[config.mk]
export PLATFORM = sky130hd
export DESIGN_NAME = rom_arbiter
export DESIGN_NICKNAME = d
export VERILOG_FILES = /design/src/rtl/rom_arb_pkg.sv /design/src/rtl/rom_arb_pick.sv /design/src/rtl/rom_arbiter.sv
export SDC_FILE = /design/constraint.sdc
export NUM_CORES = 1
export LEC_CHECK = 0
export ABC_CLOCK_PERIOD_IN_PS = 3250
export CAP_MARGIN = 20
export CORE_MARGIN = 2
export CORE_UTILIZATION = 28
export DETAILED_ROUTE_END_ITERATION = 12
export GPL_TIMING_DRIVEN = 0
export PLACE_DENSITY = 0.74
export SYNTH_ARGS = -nofsm -noshare
export SYNTH_HDL_FRONTEND = slang
export SYNTH_SLANG_ARGS = --single-unit
[constraint.sdc]
create_clock -name CLK -period 3.25 [get_ports CLK]
set_input_delay 0.4875 -clock CLK [delete_from_list [all_inputs] [get_ports CLK]]
set_output_delay 0.4875 -clock CLK [all_outputs]
set_load 0.01 [all_outputs]
[src/rtl/rom_arb_pkg.sv]
// rtl/rom_arb_pkg.sv - shared types and constants for the ROM arbiter
package rom_arb_pkg;

    localparam int ROM_WORDS_DEF = 256;

    typedef enum logic {
        PORT_IF = 1'b0,
        PORT_LD = 1'b1
    } port_e;

    typedef enum logic [0:0] {
        ST_IDLE = 1'b0,
        ST_RESP = 1'b1
    } state_e;

    // Out-of-range or misaligned byte address
    function automatic logic addr_fault(input logic [31:0] addr, input logic [32:0] limit);
        return ({1'b0, addr} >= limit) || (addr[1:0] != 2'b00);
    endfunction

endpackage

[src/rtl/rom_arb_pick.sv]
// rtl/rom_arb_pick.sv - combinational one-hot grant picker (bit0 fetch, bit1 load)
module rom_arb_pick
    import rom_arb_pkg::*;
(
    input  logic       if_valid,
    input  logic       ld_valid,
    input  port_e      ptr,
    output logic [1:0] grant
);

    // On contention the port that was not granted last wins; ptr tied to fetch gives load priority
    always_comb begin
        grant = 2'b00;
        if (if_valid && ld_valid) begin
            grant = (ptr == PORT_LD) ? 2'b01 : 2'b10;
        end else if (ld_valid) begin
            grant = 2'b10;
        end else if (if_valid) begin
            grant = 2'b01;
        end
    end

endmodule

[src/rtl/rom_arbiter.sv]
// rtl/rom_arbiter.sv - two-port arbiter for a synchronous ROM; ROM_ARB_RR_EN selects round-robin
module rom_arbiter
    import rom_arb_pkg::*;
#(
    parameter int ROM_WORDS = ROM_WORDS_DEF
) (
    input  logic        CLK,
    input  logic        RST_N,
    input  logic        if_req_valid,
    output logic        if_req_ready,
    input  logic [31:0] if_req_addr,
    output logic        if_rsp_valid,
    input  logic        if_rsp_ready,
    output logic [31:0] if_rsp_data,
    output logic        if_rsp_err,
    input  logic        ld_req_valid,
    output logic        ld_req_ready,
    input  logic [31:0] ld_req_addr,
    output logic        ld_rsp_valid,
    input  logic        ld_rsp_ready,
    output logic [31:0] ld_rsp_data,
    output logic        ld_rsp_err,
    output logic [31:0] rom_a,
    input  logic [31:0] rom_rd
);

    localparam logic [0:0]  S_IDLE     = ST_IDLE;
    localparam logic [0:0]  S_RESP     = ST_RESP;
    localparam logic [32:0] ADDR_LIMIT = 33'(ROM_WORDS * 4);

    logic [0:0]  state_q;
    port_e       owner_q;
    logic        err_q;
    logic [31:0] rom_a_q;

    port_e       ptr;
    logic [1:0]  grant;
    logic        rsp_done;
    logic        can_accept;
    logic        accept;
    port_e       grant_port;
    logic [31:0] grant_addr;

`ifdef ROM_ARB_RR_EN
    port_e ptr_q;

    // Remember the last granted port so the other one wins the next tie
    always_ff @(posedge CLK or negedge RST_N) begin
        if (!RST_N) begin
            ptr_q <= PORT_IF;
        end else if (accept) begin
            ptr_q <= grant_port;
        end
    end

    assign ptr = ptr_q;
`else
    assign ptr = PORT_IF;
`endif

    rom_arb_pick u_pick (
        .if_valid (if_req_valid),
        .ld_valid (ld_req_valid),
        .ptr      (ptr),
        .grant    (grant)
    );

    assign rsp_done   = (state_q == S_RESP) &&
                        ((owner_q == PORT_LD) ? ld_rsp_ready : if_rsp_ready);
    assign can_accept = RST_N && ((state_q == S_IDLE) || rsp_done);

    assign if_req_ready = can_accept && grant[0];
    assign ld_req_ready = can_accept && grant[1];
    assign accept       = if_req_ready || ld_req_ready;

    assign grant_port = grant[1] ? PORT_LD : PORT_IF;
    assign grant_addr = grant[1] ? ld_req_addr : if_req_addr;

    // A new accept steers the ROM immediately; otherwise hold so rom_rd stays stable under backpressure
    assign rom_a = accept ? grant_addr : rom_a_q;

    // Single outstanding response: owner, fault flag and issued address captured at accept
    always_ff @(posedge CLK or negedge RST_N) begin
        if (!RST_N) begin
            state_q <= S_IDLE;
            owner_q <= PORT_IF;
            err_q   <= 1'b0;
            rom_a_q <= '0;
        end else if (accept) begin
            state_q <= S_RESP;
            owner_q <= grant_port;
            err_q   <= addr_fault(grant_addr, ADDR_LIMIT);
            rom_a_q <= grant_addr;
        end else if (rsp_done) begin
            state_q <= S_IDLE;
        end
    end

    assign if_rsp_valid = (state_q == S_RESP) && (owner_q == PORT_IF);
    assign ld_rsp_valid = (state_q == S_RESP) && (owner_q == PORT_LD);
    assign if_rsp_err   = if_rsp_valid && err_q;
    assign ld_rsp_err   = ld_rsp_valid && err_q;
    assign if_rsp_data  = (if_rsp_valid && !err_q) ? rom_rd : '0;
    assign ld_rsp_data  = (ld_rsp_valid && !err_q) ? rom_rd : '0;

endmodule

Word-level counts from Yosys, hierarchy flattened
Cells that the tools add are included.
{ "classes": {"muxes": 11, "n_reduce_logical": 17, "order_cmp": 1, "bitwise": 2} }
{ "op_table": {"columns": ["cell", "count"], "rows": [
  ["2-to-1 mux 32 bit", 4],
  [">= comparator 32 x 11 -> 1 bit (second input constant)", 1],
  ["logical AND 1 bit", 11],
  ["2-to-1 mux 1 bit", 5],
  ["2-to-1 mux 2 bit", 2],
  ["nonzero test 2 bit", 2],
  ["logical OR 1 bit", 3],
  ["NOT 1 bit", 2],
  ["zero test 1 bit", 1]
]} }
{ "word_totals": {"ff_bits": 35, "wordCells": 35, "out_inout_bits": 102} }

Logic depth before layout (Yosys ltp)
{ "logic_depth": {"depth_word": 7, "mapped_depth": 6, "mapped_depth_nobuf": 4} }

Cells and area by module
A second synthesis with hierarchy kept.
{ "hier_totals": {"cells_unflattened": 255, "area_unflattened_um2": 2255.9} }
{ "by_module_without_submodules": {"columns": ["mod", "cells_per_inst", "instances", "seq_area_each_um2", "area_each_um2"], "rows": [
  ["rom_arbiter", 252, 1, 875.8, 2237.1],
  ["rom_arb_pick", 3, 1, 0.0, 18.8]
]} }

Least setup slack after synthesis
No wires, ideal clock.
{ "synth_timing": {"path_kind": "input to output", "startpoint": "input port ld_req_valid", "endpoint": "output port rom_a[10]", "cell_stages": 5, "path_buffers": 2, "setup_slack_ns": 1.414, "arrival_ns": 1.349, "path_cell_list": "o21ai_0 > a21oi_2 > buf_4 > buf_4 > a21oi_1"} }
{ "synth_between": {"elab_chain_cells": 5, "word_cells_on_any_way": 8, "classes_between": "mux (4); reduce/logical (4)"} }
{ "synth_lines": {"columns": ["element", "line_no", "text"], "rows": [
  ["start: declaration", "rom_arbiter.sv:16", "input logic ld_req_valid,"],
  ["2-to-1 mux 2 bit / logical AND 1 bit (equally long branches)", "rom_arb_pick.sv:16, rom_arb_pick.sv:14", null],
  ["2-to-1 mux 2 bit *", "rom_arb_pick.sv:14", "if (if_valid && ld_valid) begin"],
  ["logical AND 1 bit, on equally long branches", "rom_arbiter.sv:72, rom_arbiter.sv:73", null],
  ["logical OR 1 bit", "rom_arbiter.sv:74", "assign accept = if_req_ready || ld_req_ready;"],
  ["2-to-1 mux 32 bit *", null, null],
  ["end: declaration", "rom_arbiter.sv:23", "output logic [31:0] rom_a,"]
]} }
Every way passes the cells marked *; elsewhere a longest branch is shown, timed or not.

Worst setup path in the final report
{ "layout_timing": {"startpoint": "input port RST_N", "endpoint": "output port rom_a[28]"} }
{ "layout_between": {"elab_chain_cells": 4, "word_cells_on_any_way": 5, "classes_between": "mux (1); reduce/logical (4)"} }
{ "layout_lines": {"columns": ["element", "line_no", "text"], "rows": [
  ["start: declaration", "rom_arbiter.sv:8", "input logic RST_N,"],
  ["logical AND 1 bit *", "rom_arbiter.sv:70", "assign can_accept = RST_N && ((state_q == S_IDLE) || rsp_done);"],
  ["logical AND 1 bit, on equally long branches", "rom_arbiter.sv:72, rom_arbiter.sv:73", null],
  ["logical OR 1 bit *", "rom_arbiter.sv:74", null],
  ["2-to-1 mux 32 bit *", null, null]
]} }
Marked as above.

==> metrics.txt <==
worst slew pin tran=~0.48 ns; boundary pin count=204; Clock transition at path regs=~0.070 ns; drt wl/cell=16.9 um; max-slew violation count=0; Largest stage delay, worst path=roughly 0.56 ns; initial antenna violation count=1; max frequency=approximately 340 MHz; Peak VDD IR=about 0.00029 V; Slew HR=around two thirds; CORE AREA=7730 sq um; fin crit period=2.95 ns; TritonCTS clock tree=built; vias in the first global route=between 2000 and 3000; port bufs=around 200; Fin Clk Skew=roughly 0.0046 ns; endpoints failing hold=0; Crit path max-delay family=buffers and inverters; RSZ-0062 raised after global routing=false; Rows=32; Seq. cell area=roughly 900 sq um; H-tree depth=2; die area=roughly 8700 sq um; critical path class=primary input to primary output; most frequent cells in the layout=201 x clkdlybuf4s50_1, 66 x and2_1, 37 x nor2_1, 35 x dfrtp_1, 33 x mux2i_1; Max Cap Viol=0; worst r2r src=owner_q$_DFFE_PN0N_; synth-to-layout area growth=100%; Initial DRC Count=68; Final Setup Violations=0; clock root cell=clkbuf_8; Die Wd=93.3 um; multi-input logic area=about 1300 sq um; Die H=93.3 um; Setup WS post-layout=slightly below 0.3 ns; CTS Buf Count=5; worst-path maximum fanout=38; antenna viol nets, final=0; nature of the critical path startpoint=primary input; gr usage total=a little over a fifth; Gate Count Post-Synth=about 250; Critical Path Source=RST_N; pre-CTS WS=-0.0931 ns; Clock Latency Late Sink=~0.28 ns; DRT Wirelength=9.49 mm; net count of the mapped netlist=353; Initial Util=around 29%; Mapped Area=around 2200 sq um; sequential fraction of the synthesis area=around two fifths; count of cell types in the netlist=22; # Post-CTS Setup Buffers=0; PD cells=336 nW/um^2; Post-DP HPWL=a little over 8 mm; DR DRC count=0; status=complete, no violations; grt total ovfl=0; nets=563; leakage power=0.00182 uW; synthesized flop and latch total=35; clock tree sinks=35; RD Place Congestion=0.787; Slowest-stage cell, CP=clkdlybuf4s50_1; hold slack=roughly 0.17 ns; Setup crit end kind=primary output; Critical Path AT=2.47 ns; first-pass GRT wire length=14.5 mm; Vias=between 2000 and 3000; Mean Syn Cell Area=8.89 sq um; DR vias/cell=about 4.7; Worst Path Required=~2.8 ns; largest net degree at the start of global routing=39; Initial DRT Pass Iterations=4; period utilization=~90%; warnings from Yosys=0; layout cells sized above 1=between 5 and 6%; HP Class=primary input to async pin; cell breakdown of the critical path=buf_4 > o21ai_0 > a21oi_2 > buf_4 > buf_6 > nor2_1 > a21oi_2 > clkdlybuf4s50_1; fillers=between 600 and 700; WP buf/inv=4; clk buf depth=2; commonest non-fill, non-tap cell in the layout=clkdlybuf4s50_1
[worst paths after layout]
kind / slack [ns] / cells past startpoint / endpoint
worst max-delay path: 0.30 / 8 / rom_a[28]
worst min-delay path: 0.17 / 1 / rom_a_q[14]$_DFF_PN0_
worst max register to register: 1.74 / 5 / rom_a_q[11]$_DFF_PN0_
worst min register to register: 0.52 / 2 / rom_a_q[30]$_DFF_PN0_
max in group asynchronous: 2.75 / 1 / rom_a_q[13]$_DFF_PN0_
min in group CLK: 0.52 / 2 / rom_a_q[30]$_DFF_PN0_
[metal layers]
layer  wire, um  up-vias  GRT usage (%)
met3        806       23           5.96
met1       3200     1225           21.0
li1           -     1273              -
met4        320        0           8.82
met5          0        -              0
met2       5160      135           42.8
[through the flow]
stage                     instances  cell area (sq um)  setup TNS (ns)  utilization, %  power (uW)
final                           563               4470               0            57.8        1500
after global routing            563               4470               0            57.8        1590
after CTS                       562               4460               0            57.7        1520
after detailed placement        556               4390           -1.05            56.8        1230
after global placement          556               4390          -46.48            56.8        1220
after floorplan                 251               2230               0               -         815
[report_power, final]
group / total [uW] / switching [uW] / internal (uW)
Clock: 286 / 143 / 143
Sequential: 561 / 29.8 / 531
Combinational: 655 / 285 / 370
[worst register-to-register path, cell delays in order (launching register included)]
cell and delay [ns]:
dfrtp_1 0.40, mux2i_1 0.30, a21oi_2 0.11, buf_4 0.19, buf_4 0.18, a21oi_1 0.22
[final cells by class]
type	instances	area share [%]
Tap cell	102	2.86
Antenna cell	1	0.0560
Multi-Input combinational cell	199	28.1
Clock buffer	6	1.62
Sequential cell	35	19.6
Timing Repair Buffer	203	45.5
Buffer	17	2.24
[timing repair]
action | 4_1_cts | 5_1_grt
gates resized for setup | 1 | 1
hold buffers | 0 | 0
gates cloned | 0 | 0
setup endpoints to repair | 26 | 16
[synthesized netlist by cell type]
| cell type | n | area (sq um) |
|---|---|---|
| nor4b_1 | 1 | 8.76 |
| nor4_1 | 8 | 50.1 |
| nor3_1 | 3 | 15.0 |
| nand2_1 | 3 | 11.3 |
| a21oi_1 | 26 | 130 |
| nand3_1 | 2 | 10.0 |
| and2_1 | 66 | 413 |
| a22oi_1 | 1 | 7.51 |
| and3_1 | 2 | 12.5 |
| a21o_1 | 1 | 7.51 |
| nand4_1 | 2 | 12.5 |
| a31oi_1 | 1 | 6.26 |
| and2b_1 | 3 | 22.5 |
| buf_6 | 2 | 22.5 |
| dfrtp_1 | 35 | 876 |
| o21ai_0 | 2 | 10.0 |
| nor2_1 | 37 | 139 |
| mux2i_1 | 33 | 330 |
| buf_2 | 5 | 25.0 |
| buf_4 | 4 | 30.0 |
| clkbuf_1 | 6 | 22.5 |
| a21oi_2 | 8 | 70.1 |
[cells by family after synthesis]
kind of cell | after synthesis | share of synthesized area, %
DFF | 35 | 39.2
buffers and inverters | 17 | 4.48
and+or+nand+nor | 127 | 31.1
muxes | 33 | 14.8
AOI/OAI and AO/OA | 39 | 10.4
[flip-flops by register name, indices dropped and copies added (netlist names)]
signal / count
err_q: 1
owner_q: 1
rom_a_q: 32
state_q: 1
(Power assumes the default switching activity.)
